$ cat src/rtl/addsub_pkg.sv
// Shared types and widths for the add/sub result accumulator.
package addsub_pkg;

    localparam int OPND_W = 6;
    localparam int CNT_W  = 4;

    typedef enum logic [1:0] {
        ST_IDLE  = 2'd0,
        ST_ACCUM = 2'd1,
        ST_DONE  = 2'd2
    } state_e;

endpackage

$ cat src/rtl/addsub_accum_sat_add.sv
// Combinational saturating adder: signed accumulator plus a sign-extended
// 6-bit operand, clamped to the accumulator range.
module sat_add
    import addsub_pkg::*;
#(
    parameter int ACC_W = 10
) (
    input  logic signed [ACC_W-1:0]  acc_i,
    input  logic        [OPND_W-1:0] opnd_i,
    output logic signed [ACC_W-1:0]  sum_o,
    output logic                     clamp_o
);

    logic [ACC_W:0] wide;

    // One guard bit is enough: |operand| never exceeds half the accumulator range.
    always_comb begin
        wide    = {acc_i[ACC_W-1], acc_i}
                + {{(ACC_W + 1 - OPND_W){opnd_i[OPND_W-1]}}, opnd_i};
        clamp_o = wide[ACC_W] ^ wide[ACC_W-1];
        sum_o   = wide[ACC_W-1:0];
        if (clamp_o) begin
            sum_o = wide[ACC_W] ? {1'b1, {(ACC_W-1){1'b0}}}
                                : {1'b0, {(ACC_W-1){1'b1}}};
        end
    end

endmodule

$ cat src/rtl/addsub_accum.sv
// Accumulates NUM_TERMS signed add/sub results with saturation and hands the
// total downstream through a valid/ready handshake.
//
// state    | meaning
// ST_IDLE  | waiting for start; last result and flag held on the outputs
// ST_ACCUM | in_ready high, one term summed per in_valid cycle
// ST_DONE  | out_valid high, result frozen until out_ready
module addsub_accum
    import addsub_pkg::*;
#(
    parameter int NUM_TERMS = 4,
    parameter int ACC_W     = 10
) (
    input  logic                    clk,
    input  logic                    rst_n,
    input  logic                    start,
    input  logic                    in_valid,
    input  logic [OPND_W-1:0]       in_data,
    output logic                    in_ready,
    output logic                    out_valid,
    input  logic                    out_ready,
    output logic signed [ACC_W-1:0] out_acc,
    output logic                    out_ovf,
    output logic                    busy,
    output logic [CNT_W-1:0]        term_cnt
);

    state_e                  state_q, state_d;
    logic signed [ACC_W-1:0] acc_q, acc_d;
    logic [CNT_W-1:0]        cnt_q, cnt_d;
    logic                    ovf_q, ovf_d;

    logic signed [ACC_W-1:0] sat_sum;
    logic                    sat_clamp;

    sat_add #(
        .ACC_W (ACC_W)
    ) u_sat_add (
        .acc_i   (acc_q),
        .opnd_i  (in_data),
        .sum_o   (sat_sum),
        .clamp_o (sat_clamp)
    );

    always_comb begin
        state_d = state_q;
        acc_d   = acc_q;
        cnt_d   = cnt_q;
        ovf_d   = ovf_q;
        unique case (state_q)
            ST_IDLE: begin
                if (start) begin
                    state_d = ST_ACCUM;
                    acc_d   = '0;
                    cnt_d   = '0;
                    ovf_d   = 1'b0;
                end
            end
            ST_ACCUM: begin
                if (in_valid) begin
                    acc_d = sat_sum;
                    ovf_d = ovf_q | sat_clamp;
                    cnt_d = cnt_q + CNT_W'(1);
                    if (cnt_q == CNT_W'(NUM_TERMS - 1)) begin
                        state_d = ST_DONE;
                    end
                end
            end
            ST_DONE: begin
                if (out_ready) begin
                    state_d = ST_IDLE;
                end
            end
            default: begin
                state_d = ST_IDLE;
            end
        endcase
    end

    always_ff @(posedge clk) begin
        if (!rst_n) begin
            state_q <= ST_IDLE;
            acc_q   <= '0;
            cnt_q   <= '0;
            ovf_q   <= 1'b0;
        end else begin
            state_q <= state_d;
            acc_q   <= acc_d;
            cnt_q   <= cnt_d;
            ovf_q   <= ovf_d;
        end
    end

    // Handshake outputs decode the state register only, never the inputs.
    assign in_ready  = (state_q == ST_ACCUM);
    assign out_valid = (state_q == ST_DONE);
    assign busy      = (state_q == ST_ACCUM) || (state_q == ST_DONE);
    assign out_acc   = acc_q;
    assign out_ovf   = ovf_q;
    assign term_cnt  = cnt_q;

endmodule

$ cat config.mk
export PLATFORM = sky130hd
export DESIGN_NAME = addsub_accum
export DESIGN_NICKNAME = d
export VERILOG_FILES = /design/src/rtl/addsub_pkg.sv /design/src/rtl/addsub_accum_sat_add.sv /design/src/rtl/addsub_accum.sv
export SDC_FILE = /design/constraint.sdc
export NUM_CORES = 1
export LEC_CHECK = 0
export ABC_AREA = 0
export BUFFER_PORTS_ARGS = -buffer_cell sky130_fd_sc_hd__buf_2
export CORE_UTILIZATION = 30
export CTS_CLUSTER_DIAMETER = 40
export CTS_CLUSTER_SIZE = 8
export DETAILED_ROUTE_END_ITERATION = 8
export MAX_ROUTING_LAYER = met4
export PLACE_DENSITY = 0.52
export SYNTH_ARGS = -nofsm -noshare
export SYNTH_HDL_FRONTEND = slang
export SYNTH_SLANG_ARGS = --single-unit
$ cat constraint.sdc
create_clock -name clk -period 2 [get_ports clk]
set_input_delay 0.2 -clock clk [delete_from_list [all_inputs] [get_ports clk]]
set_output_delay 0.2 -clock clk [all_outputs]
set_load 0.1 [all_outputs]
* Word level (Yosys, flattened, before mapping)
Index checks and enable logic that the tools add are counted.
Storage, ports and cells: register bits after elaboration 17, output and inout bits 18
Cells by class: $add $sub $neg 2, eq/ne operators 7, muxes and demuxes 16, bitwise logic cells 2, reductions and logical operators 5
Operators by type and width (number):
- $mux W10 | 4
- $pmux W10 S2 | 1
- $add A10 B6 Y11 | 1
- $mux W2 | 4
- $mux W4 | 2
- $pmux W4 S2 | 1
- $pmux W2 S3 | 1
- $add A4 B1 Y4 const B | 1
- $eq A4 B2 Y1 const B | 1
- $ne A2 B1 Y1 const B | 2
- $ne A2 B2 Y1 const B | 2
- $reduce_and A4 Y1 | 1
- $reduce_and A3 Y1 | 1
- $eq A2 B1 Y1 const B | 1
- $eq A2 B2 Y1 const B | 1
- $logic_not A2 Y1 | 1
- $mux W1 | 2
- $pmux W1 S2 | 1
- $reduce_bool A2 Y1 | 1
- $logic_or A1 B1 Y1 | 1
- $or A1 B1 Y1 | 1
- $xor A1 B1 Y1 | 1

* Depth between registers and ports, before layout
Gate-level depths: netlist of the first run.
depth in word-level cells 5, depth in mapped cells 9

* Hierarchy
From an unflattened synthesis of the first run, not the netlist that was laid out.
Second synthesis, totals: cells, all modules 195, area, all modules 1699.1 um^2
Modules (own cells, without submodules):
- addsub_accum | instances 1, cells each 93, area each 864.6 um^2
- sat_add | instances 1, cells each 102, area each 834.6 um^2

* Least setup slack after synthesis of the first run
Ideal clock, no wire load.
path kind register -> register, from reg acc_q[0] (netlist: out_acc[0]), to reg acc_q[1] (netlist: out_acc[1]), library setup time 0.095 ns, arrival time 2.853 ns, required time 1.905 ns, slack -0.948 ns, stages on the path, launching flop included 10, buffers on the path 0, period minus slack after synthesis 2.948 ns, path through dfxtp_1 ha_1 inv_1 fa_1 nor2b_4 o31ai_2 a211oi_2 o31a_1 nor2_2 a221oi_1
Between the ends: longest elaborated chain between the ends 5, elaborated cells on any way between the ends 6, classes of those cells add/sub (1); mux (4); bitwise (1)
Ends and longest elaborated chain:
- start, declared | RTL line addsub_accum.sv:29 | logic signed [ACC_W-1:0] acc_q, acc_d;
- start signal, assigned | RTL line addsub_accum.sv:83 | acc_q <= '0;
- start signal, assigned | RTL line addsub_accum.sv:88 | acc_q <= acc_d;
- $add A10 B6 Y11 (*) | RTL line addsub_accum_sat_add.sv:19 | + {{(ACC_W + 1 - OPND_W){opnd_i[OPND_W-1]}}, opnd_i};
- $mux W10 / $xor A1 B1 Y1 (equally long branches) | RTL line addsub_accum_sat_add.sv:23, addsub_accum_sat_add.sv:20
- $mux W10 (*) | RTL line addsub_accum_sat_add.sv:22 | if (clamp_o) begin
- $mux W10 (*) | RTL line addsub_accum.sv:60 | if (in_valid) begin
- $pmux W10 S2 (*) | RTL line addsub_accum.sv:50 | unique case (state_q)
Mark *: on every way between the ends. The rest lies on a longest branch, timed or not. The select of a mux whose other input is x is not followed. A chain may end at the register's enable or synchronous reset.

* Worst setup path after layout of the first run
Same ends and word-level chain as after synthesis.

==> results.md, run 1 <==
Run status:
- The run finished, with violations left.
- The checks that failed: negative setup slack.

Routing:
- The count of unresolved DRC violations after routing is 0.
- Wires add up to 3800 µm.
- The pre-antenna-repair detailed-routing pass consisted of 4 iterations.
- The per-cell routed wire length is 14.0 µm.
- The count of nets left with antenna violations once routing finished came out at 0.
- The via density per instance is 5.14.
- The detailed router finished its first iteration with 41 violations.
- The count of vias placed by the detailed router is 1,398.

Global routing:
- The total grt overflow is 0.
- The maximum number of pins on one net before global-route repair is 15.
- Global routing consumed, over all layers together, 19.1% of the routing resources.
- The via count of the first global-routing pass is 1,426.
- The number of antenna violations at the first check in global routing is 0.
- The first global-routing pass estimated 6440 µm of wire.

Pwr:
- IR analysis of the VDD net gives a maximum drop of 575 µV.
- For this design the ratio of total power to cell area is 922 nW/µm².
- The static leakage is 0.918 nW.

Min path:
- The hold-critical path endpoint is out_acc[2].
- The worst hold path was traced through 3 stages.
- In this run the worst hold path is classified as in2reg.
- The worst hold path begins at rst_n.

Synth:
- The number of warnings issued by yosys is 0.
- The predominant post-synthesis flop cell is sky130_fd_sc_hd__dfxtp_1.
- The synthesized design contains 0 enable-type register cells.
- Summing every instance area after synthesis gives 1330 µm².
- The area share of the leading cell type in the synthesized netlist is 25.7%.
- Each instance of the synthesized netlist takes up on average 8.83 µm².
- Sequential cells were found to cover 25.7% of the synthesized design area.
- The netlist uses 43 different library cells.
- Sorting the synthesized cells by area gives the leading types as sky130_fd_sc_hd__dfxtp_1, sky130_fd_sc_hd__ha_1, sky130_fd_sc_hd__a21oi_1.
- The biggest area contributor in the post-synthesis netlist is sky130_fd_sc_hd__dfxtp_1.
- The commonest cells after synthesis are sky130_fd_sc_hd__a21oi_1, sky130_fd_sc_hd__dfxtp_1, sky130_fd_sc_hd__ha_1, sky130_fd_sc_hd__nand2_1, sky130_fd_sc_hd__inv_1.
- The synthesized design contains 17 register bits.
- The synthesized netlist net count is 177.
- After synthesis, the share of flip-flops with an asynchronous set or reset is 0%.
- The cell count after synthesis is 150.

Timing:
- The total count of max-transition violations in the final report is 0.
- Between clock sinks in the finished design, the worst skew comes to 0.00645 ns.
- Summed over all failing endpoints, the final setup total negative slack is -1.90 ns.
- The fmax is 0.451 GHz.
- The final count of hold timing violations came to 0.
- The number of setup violations in the final report is 11.
- The transition time at the pin with the least slew margin is 0.485 ns.
- Setup repair after global routing could not meet its margin everywhere.
- The smallest clock period supported by the final layout is computed as 2.22 ns.
- Final hold analysis gives a worst-case slack of 0.233 ns.
- The share of the clock period used by the worst path is 111%.
- The worst pin sits at a relative slew slack of 67.9%.
- The final setup slack of the worst path is -0.218 ns.

Worst setup path:
- The startpoint identified for the worst register-to-register timing path is out_acc[0].
- The worst path arrival time is 2.33 ns.
- In this run the worst path has a maximum fanout of 4.
- For the worst setup path, the data required time is 2.12 ns.
- The number of cells on the worst reg-to-reg path is 9.
- The reg2reg setup slack is -0.22 ns.
- STA classifies the critical path startpoint as a flop.
- The signal on the critical path passes through ha_4 -> inv_2 -> fa_2 -> nor2b_4 -> o311a_1 -> or4_4 -> buf_4 -> o211ai_4 -> a221oi_1.
- The start-to-end type of the worst setup path is reg2reg.
- The worst flop-to-flop path endpoint is out_acc[1].
- The element type at the critical path end is a flop.
- The largest individual stage delay along the critical path comes from the cell sky130_fd_sc_hd__or4_4.
- On the worst path, the slowest cell contributes a delay of 0.50 ns.

Clocking:
- After clock tree synthesis, the clock-pin slew on the worst setup and hold paths is 0.07 ns.
- In this run, post-CTS hold repair placed 0 buffers.
- The clock root buffer is sky130_fd_sc_hd__clkbuf_8.
- TritonCTS created 3 clock buffers.
- Counting along the longest clock path gives a buffer depth of 2.
- The sink count of the clock tree is 17.
- The later pin in the worst-skew pair is clocked with a latency of 0.25 ns.
- CTS built an H-tree with a depth of 1.
- TritonCTS built the clock tree.

Die:
- Once the floorplan was initialized, standard cells occupied 32.2% of the core.
- The overall die height is 68.5 µm.
- In this run the count of I/O pins placed on the die edge is 29.
- The die is 68.5 µm wide.
- The die covers 4690 µm².
- The floorplan step defined a core boundary enclosing 4120 µm².
- The initialized floorplan defines 23 standard-cell rows.

Final layout:
- Compared with the post-synthesis result, the final layout area differs by 54.3%.
- The final layout contains 250 nets.
- The layout cell share with drive strength beyond 1 is 50.5%.
- The antenna cell count is 0.

Place:
- The placed wire-length estimate is 3050 µm.
- The final weighted congestion in routability-driven placement is 0.804.
- The post-place setup slack is -0.280 ns.
- In this run the tool buffered the top-level ports with 28 buffer cells.

Flow run:
- The tool flagged a number of max-cap violations equal to 0.
-- registers in the layout, summed over array words and instances, names as in the netlist --
register	flops
out_ovf	1
term_cnt	4
state_q	2
out_acc	10
-- metrics by stage --
step | power, mW | util (%) | instances | area (µm²)
after global routing | 2.01 | 49.7 | 272 | 2040
after global placement | 1.52 | 46.1 | 263 | 1900
final | 1.88 | 49.7 | 272 | 2040
after floorplan | 1.27 | - | 150 | 1420
after CTS | 1.86 | 48.8 | 271 | 2010
after detailed placement | 1.55 | 46.1 | 263 | 1900
-- worst max path at each step --
stage | startpoint | to
after floorplan | out_acc[0] | out_acc[5]
after global placement | out_acc[0] | out_acc[7]
after detailed placement | out_acc[0] | out_acc[5]
after CTS | out_acc[0] | out_acc[5]
after global routing | out_acc[0] | out_acc[6]
final | out_acc[0] | out_acc[1]
-- where the power goes --
part / total (mW) / switching (mW) / internal, mW
clock: 0.260 / 0.122 / 0.138
sequential: 0.411 / 0.0352 / 0.376
combinational: 1.21 / 0.808 / 0.405
total: 1.88 / 0.965 / 0.919
-- critical path, delay by kind of cell, from the launching register on --
| family | cells | cell delay [ns] |
|---|---|---|
| and+or+nand+nor | 2 | 0.56 |
| buffers and inverters | 2 | 0.22 |
| adders and majority gates | 2 | 0.37 |
| DFF | 1 | 0.35 |
| AOI/OAI and AO/OA | 3 | 0.58 |
-- cells by family after synthesis --
family          share of synthesized area [%]
mux                                      1.51
fa+ha+maj                                15.7
xor+xnor                                 4.63
simple gates                             16.6
flops                                    25.7
buf+inv                                  3.97
compound gates                           31.9
-- routing by layer --
metal,up-vias,track usage (%),share of wire (%)
met3,6,4.50,4.3
met1,655,22.3,45
met4,0,4.17,1.3
li1,708,-,-
met2,29,33.1,50
met5,-,-,0
-- placed cells by master (no fill, tap or decap), types with 2 or more instances in the layout --
| master | instances |
|---|---|
| sky130_fd_sc_hd__buf_4 | 42 |
| sky130_fd_sc_hd__buf_2 | 28 |
| sky130_fd_sc_hd__a21oi_1 | 16 |
| sky130_fd_sc_hd__nand2_1 | 13 |
| sky130_fd_sc_hd__dfxtp_4 | 11 |
| sky130_fd_sc_hd__ha_1 | 10 |
| sky130_fd_sc_hd__inv_1 | 9 |
| sky130_fd_sc_hd__nor2_1 | 7 |
| sky130_fd_sc_hd__a221oi_1 | 6 |
| sky130_fd_sc_hd__o21ai_0 | 5 |
| sky130_fd_sc_hd__nand3_1 | 5 |
| sky130_fd_sc_hd__or3_1 | 4 |
| sky130_fd_sc_hd__xnor2_1 | 4 |
| sky130_fd_sc_hd__ha_4 | 4 |
| sky130_fd_sc_hd__dfxtp_1 | 4 |
| sky130_fd_sc_hd__xor2_1 | 3 |
| sky130_fd_sc_hd__a21o_1 | 3 |
| sky130_fd_sc_hd__clkbuf_8 | 3 |
| sky130_fd_sc_hd__inv_2 | 2 |
| sky130_fd_sc_hd__and3_1 | 2 |
| sky130_fd_sc_hd__a211oi_2 | 2 |
| sky130_fd_sc_hd__o211ai_4 | 2 |
| sky130_fd_sc_hd__and2_1 | 2 |
| sky130_fd_sc_hd__a311oi_1 | 2 |
| sky130_fd_sc_hd__mux2i_1 | 2 |
| sky130_fd_sc_hd__dfxtp_2 | 2 |
-- area by class of cell --
class	count	area [µm²]
multi-input combinational	120	1050
clock buffer	3	41.3
clock inverter	1	5.00
sequential	17	384
fill	421	2070
timing repair buffer	70	455
tap	50	62.6
inverter	11	41.3
-- what timing repair did --
item | 4_1_cts | 5_1_grt
endpoints found under the setup margin | 12 | 13
cloned | 1 | 0
pin swaps | 9 | 5
gates resized for setup | 7 | 6
buffers inserted | 3 | 3
No activity file was read; power rests on OpenSTA's default activity.
==> run 2, diff against run 1 <==
--- a/config.mk
+++ b/config.mk
@@ -8,11 +8,12 @@
 export ABC_AREA = 0
 export BUFFER_PORTS_ARGS = -buffer_cell sky130_fd_sc_hd__buf_2
 export CORE_UTILIZATION = 30
+export CTS_BUF_LIST = sky130_fd_sc_hd__clkbuf_8 sky130_fd_sc_hd__clkbuf_16
 export CTS_CLUSTER_DIAMETER = 40
 export CTS_CLUSTER_SIZE = 8
 export DETAILED_ROUTE_END_ITERATION = 8
 export MAX_ROUTING_LAYER = met4
-export PLACE_DENSITY = 0.52
+export PLACE_DENSITY = 0.5
 export SYNTH_ARGS = -nofsm -noshare
 export SYNTH_HDL_FRONTEND = slang
 export SYNTH_SLANG_ARGS = --single-unit
==> constraint.sdc (replaced) <==
create_clock -name clk -period 2.2 [get_ports clk]
set_input_delay 0.22 -clock clk [delete_from_list [all_inputs] [get_ports clk]]
set_output_delay 0.22 -clock clk [all_outputs]
set_load 0.1 [all_outputs]
==> run 2 against run 1 <==
The run now ends clean. Clock power down 9.2%. Total power down 15%. Hold slack better by 0.016 ns. First-iteration DRC count up 63%. Wire length down 9.3%. Non-clock buffer count down 22. Core utilization down 4.2 points. Fmax up 1.1%. Critical path type unchanged. Largest power group unchanged. Highest routed layer unchanged.
==> results.md, run 2 (same netlist as run 1, synthesis figures left out) <==
Global routing:
- The global-route usage over all layers is 16.9% (-2.3 points).
- The total grt overflow was 0 (unchanged).
- The maximum number of pins on one net before global-route repair is 15 (unchanged).
- The number of antenna violations at the first check in global routing was 0 (unchanged).
- The via count of the first global-routing pass is 1,257 (-12%).
- The first-pass GRT wire length is 5660 µm (-12%).

Routing:
- The via density per instance came to 5.13 (-0.23%).
- The per-cell routed wire length is 13.8 µm (-1.4%).
- The number of detailed-route iterations in the first pass is 4 (unchanged).
- The remaining antenna violation count is 0 (unchanged).
- The number of design-rule violations left by the first detailed-router iteration came to 67 (+63%).
- The count of vias placed by the detailed router is 1,282 (-8.3%).
- The count of unresolved DRC violations after routing came to 0 (unchanged).
- The final wirelength is 3440 µm (-9.3%).

Clocking:
- The TritonCTS buffer count was 3 (unchanged).
- The CTS tree is done.
- The number of levels the H-tree was split into is 1 (unchanged).
- The sink count of the clock tree is 17 (unchanged).
- The insertion delay of the later-clocked pin in the worst-skew pair is 0.25 ns (about the same).
- The clock transition at the register clock pins on the worst setup and hold paths after CTS is 0.07 ns (about the same).
- The clock root buffer is sky130_fd_sc_hd__clkbuf_8.
- The worst-case clock buffer depth came to 2 (unchanged).

Final layout:
- The share of the core filled with cells is 45.5% (-4.2 points).
- Leaving out fill and tap cells, the most frequent cells in the layout are sky130_fd_sc_hd__buf_2, sky130_fd_sc_hd__buf_4, sky130_fd_sc_hd__a21oi_1, sky130_fd_sc_hd__nand2_1, sky130_fd_sc_hd__inv_1.
- The leading cell type in the layout, fill and taps excluded is sky130_fd_sc_hd__buf_2.
- The synthesis-to-finish area growth is 41.3%.
- The area used by multi-input combinational logic is 1050 µm² (-0.47%).
- The final instance count without filler cells is 250 (-8.1%).
- The flip-flop count of the largest register, all copies and words added came to 10 (unchanged).
- The layout cell share with drive strength beyond 1 came to 45.5% (-5.0 points).
- The fill cell total of the finished layout is 423 (+0.48%).
- The summed area of non-filler cells in the final layout is 1870 µm² (-8.4%).
- The area taken by flip-flops and latches is 378 µm² (-1.6%).
- The antenna cell count is 0 (unchanged).
- The number of nets in the layout is 228 (-8.8%).

Pwr:
- The static leakage is 0.794 nW (-13%).
- The worst vdd rail ir drop was 798 µV (+39%).
- The net switching fraction of the power is 52.5% (+1.3 points).
- The clock network power share is 14.7% (+0.9 points).
- The internal power consumption is 0.762 mW (-17%).
- The combinational group share of total power was 61.9% (-2.5 points).
- The sequential power share is 23.4% (+1.6 points).
- The power per standard cell area came to 856 nW/µm² (-7.1%).
- The reported net switching power is 0.841 mW (-13%).
- The post-route total power was 1.60 mW (-15%).

Die:
- The initial core utilization is 32.2% (unchanged).
- The site row count is 23 (unchanged).
- The floorplan die area came to 4690 µm² (unchanged).
- The boundary pin count is 29 (unchanged).
- The overall die height is 68.5 µm (unchanged).
- The total core area came to 4120 µm² (unchanged).
- The overall die width is 68.5 µm (unchanged).

Timing:
- The final count of hold timing violations is 0 (unchanged).
- The fmax is 0.456 GHz (+1.1%).
- The final hold slack is 0.249 ns (+0.0159 ns).
- The number of setup violations in the final report was 0 (-11).
- The setup TNS came to 0 ns (+1.90 ns).
- The setup clock skew after layout is 0.00767 ns (+0.00121 ns).
- The final setup slack of the worst path is 0.00585 ns (+0.224 ns).
- The share of the clock period used by the worst path was 99.7% (-11 points).
- The transition time at the pin with the least slew margin is 0.496 ns (+0.0107 ns).
- The worst relative slew slack is 66.9% (-0.98 points).
- The post-route minimum period is 2.19 ns (-0.0235 ns).
- Setup repair after global routing could not meet its margin everywhere.
- The total count of max-transition violations in the final report is 0 (unchanged).

Worst setup path:
- The top cell family by delay on the critical path is simple AND/OR/NAND/NOR gates.
- The cell depth of the worst flop-to-flop path is 9 (unchanged).
- The worst flop-to-flop path endpoint is out_acc[7].
- The reg2reg setup slack is 0.006 ns (+0.22 ns).
- The worst-path maximum fanout came to 4 (unchanged).
- The number of buffers and inverters on the critical path was 1 (-1).
- On the critical path, the stage with the largest delay is an instance of sky130_fd_sc_hd__or4_4.
- The worst path arrival time is 2.32 ns (about the same).
- The worst endpoint required time is 2.32 ns (+0.20 ns).
- The startpoint identified for the worst register-to-register timing path is out_acc[0].
- The setup path with the least slack is of type reg2reg.
- The critical path startpoint category is a flop.
- STA classifies the critical path endpoint as a flop.
- The signal on the critical path passes through ha_4 -> inv_2 -> fa_2 -> nor2b_4 -> o311a_1 -> or4_4 -> o211ai_4 -> and2_1 -> a311oi_1.
- The stage delay of the slowest cell on the critical path came to 0.46 ns (-0.04 ns).

Place:
- The placed wire-length estimate came to 2710 µm (-11%).
- The final weighted congestion in routability-driven placement is 0.791 (-1.6%).
- The post-place setup slack is -0.0904 ns (+0.189 ns).
- The cell total after placement came to 240 (-8.7%).
- The total of buffers placed on input and output ports is 28 (unchanged).
- The area of placed instances is 1750 µm² (-7.9%).

Min path:
- For hold timing, the worst endpoint is out_acc[2].
- The worst hold path cell count is 3 (unchanged).
- The startpoint identified for the worst hold timing path is rst_n.
- In this run the worst hold path is classified as in2reg.

Flow run:
- The number of violations of the max-capacitance limit was 0 (unchanged).

Run status:
- The flow ran to the end, and the final reports show no timing, DRC or antenna violations.
[run 2: changes by cell type in the layout (fill, tap and decap cells not counted), sizes merged]
| cell | change |
|---|---|
| buf | -22 |
[run 2: power groups by stage]
stage | Clock [mW] | Combinational [mW] | Sequential, mW
2_1_floorplan | 0 | 0.637 | 0.511
3_3_place_gp | 0 | 0.952 | 0.379
3_5_place_dp | 0 | 0.963 | 0.384
4_1_cts | 0.245 | 0.976 | 0.377
5_1_grt | 0.261 | 1.07 | 0.379
6_report | 0.236 | 0.992 | 0.376
[run 2: how the worst max path moves through the flow]
stage | cells past startpoint | startpoint | end | slack (ns)
after CTS | 9 | out_acc[0] | out_acc[7] | 0.00004
final | 9 | out_acc[0] | out_acc[7] | 0.006
after detailed placement | 10 | in_data[0] | out_acc[7] | -0.09
after global placement | 10 | in_data[0] | out_acc[7] | -0.03
after global routing | 9 | out_acc[0] | out_acc[5] | -0.08
after floorplan | 9 | out_acc[0] | out_acc[0] | -0.11
[run 2: per-layer routing]
| layer | global-route usage, % | share of wire (%) | vias up |
|---|---|---|---|
| li1 | - | - | 668 |
| met1 | 21.6 | 49 | 584 |
| met2 | 27.6 | 46 | 26 |
| met3 | 1.50 | 3.2 | 4 |
| met4 | 5.47 | 1.0 | 0 |
| met5 | - | 0 | - |
[run 2: timing repair]
action | 4_1_cts | 5_1_grt
hold endpoints to repair | 0 | 0
setup buffers | 1 | 4
pin swaps | 3 | 6
setup endpoints to repair | 7 | 10
resized for setup | 0 | 5
gates cloned | 1 | 0
hold buffers | 0 | 0
[run 2: worst reg2reg max path, delay by kind of cell (launching register included)]
family	cells	cell delay, ns
compound gates	3	0.63
simple gates	3	0.68
flops	1	0.35
fa+ha+maj	2	0.36
buf+inv	1	0.05
[run 2: layout make-up]
| class | count | area share [%] |
|---|---|---|
| clock buffers | 3 | 2.21 |
| clock inverters | 1 | 0.267 |
| inverters | 11 | 2.21 |
| multi-input cells | 120 | 56.1 |
| flip-flops and latches | 17 | 20.2 |
| well taps | 50 | 3.34 |
| repair buffers | 48 | 15.7 |
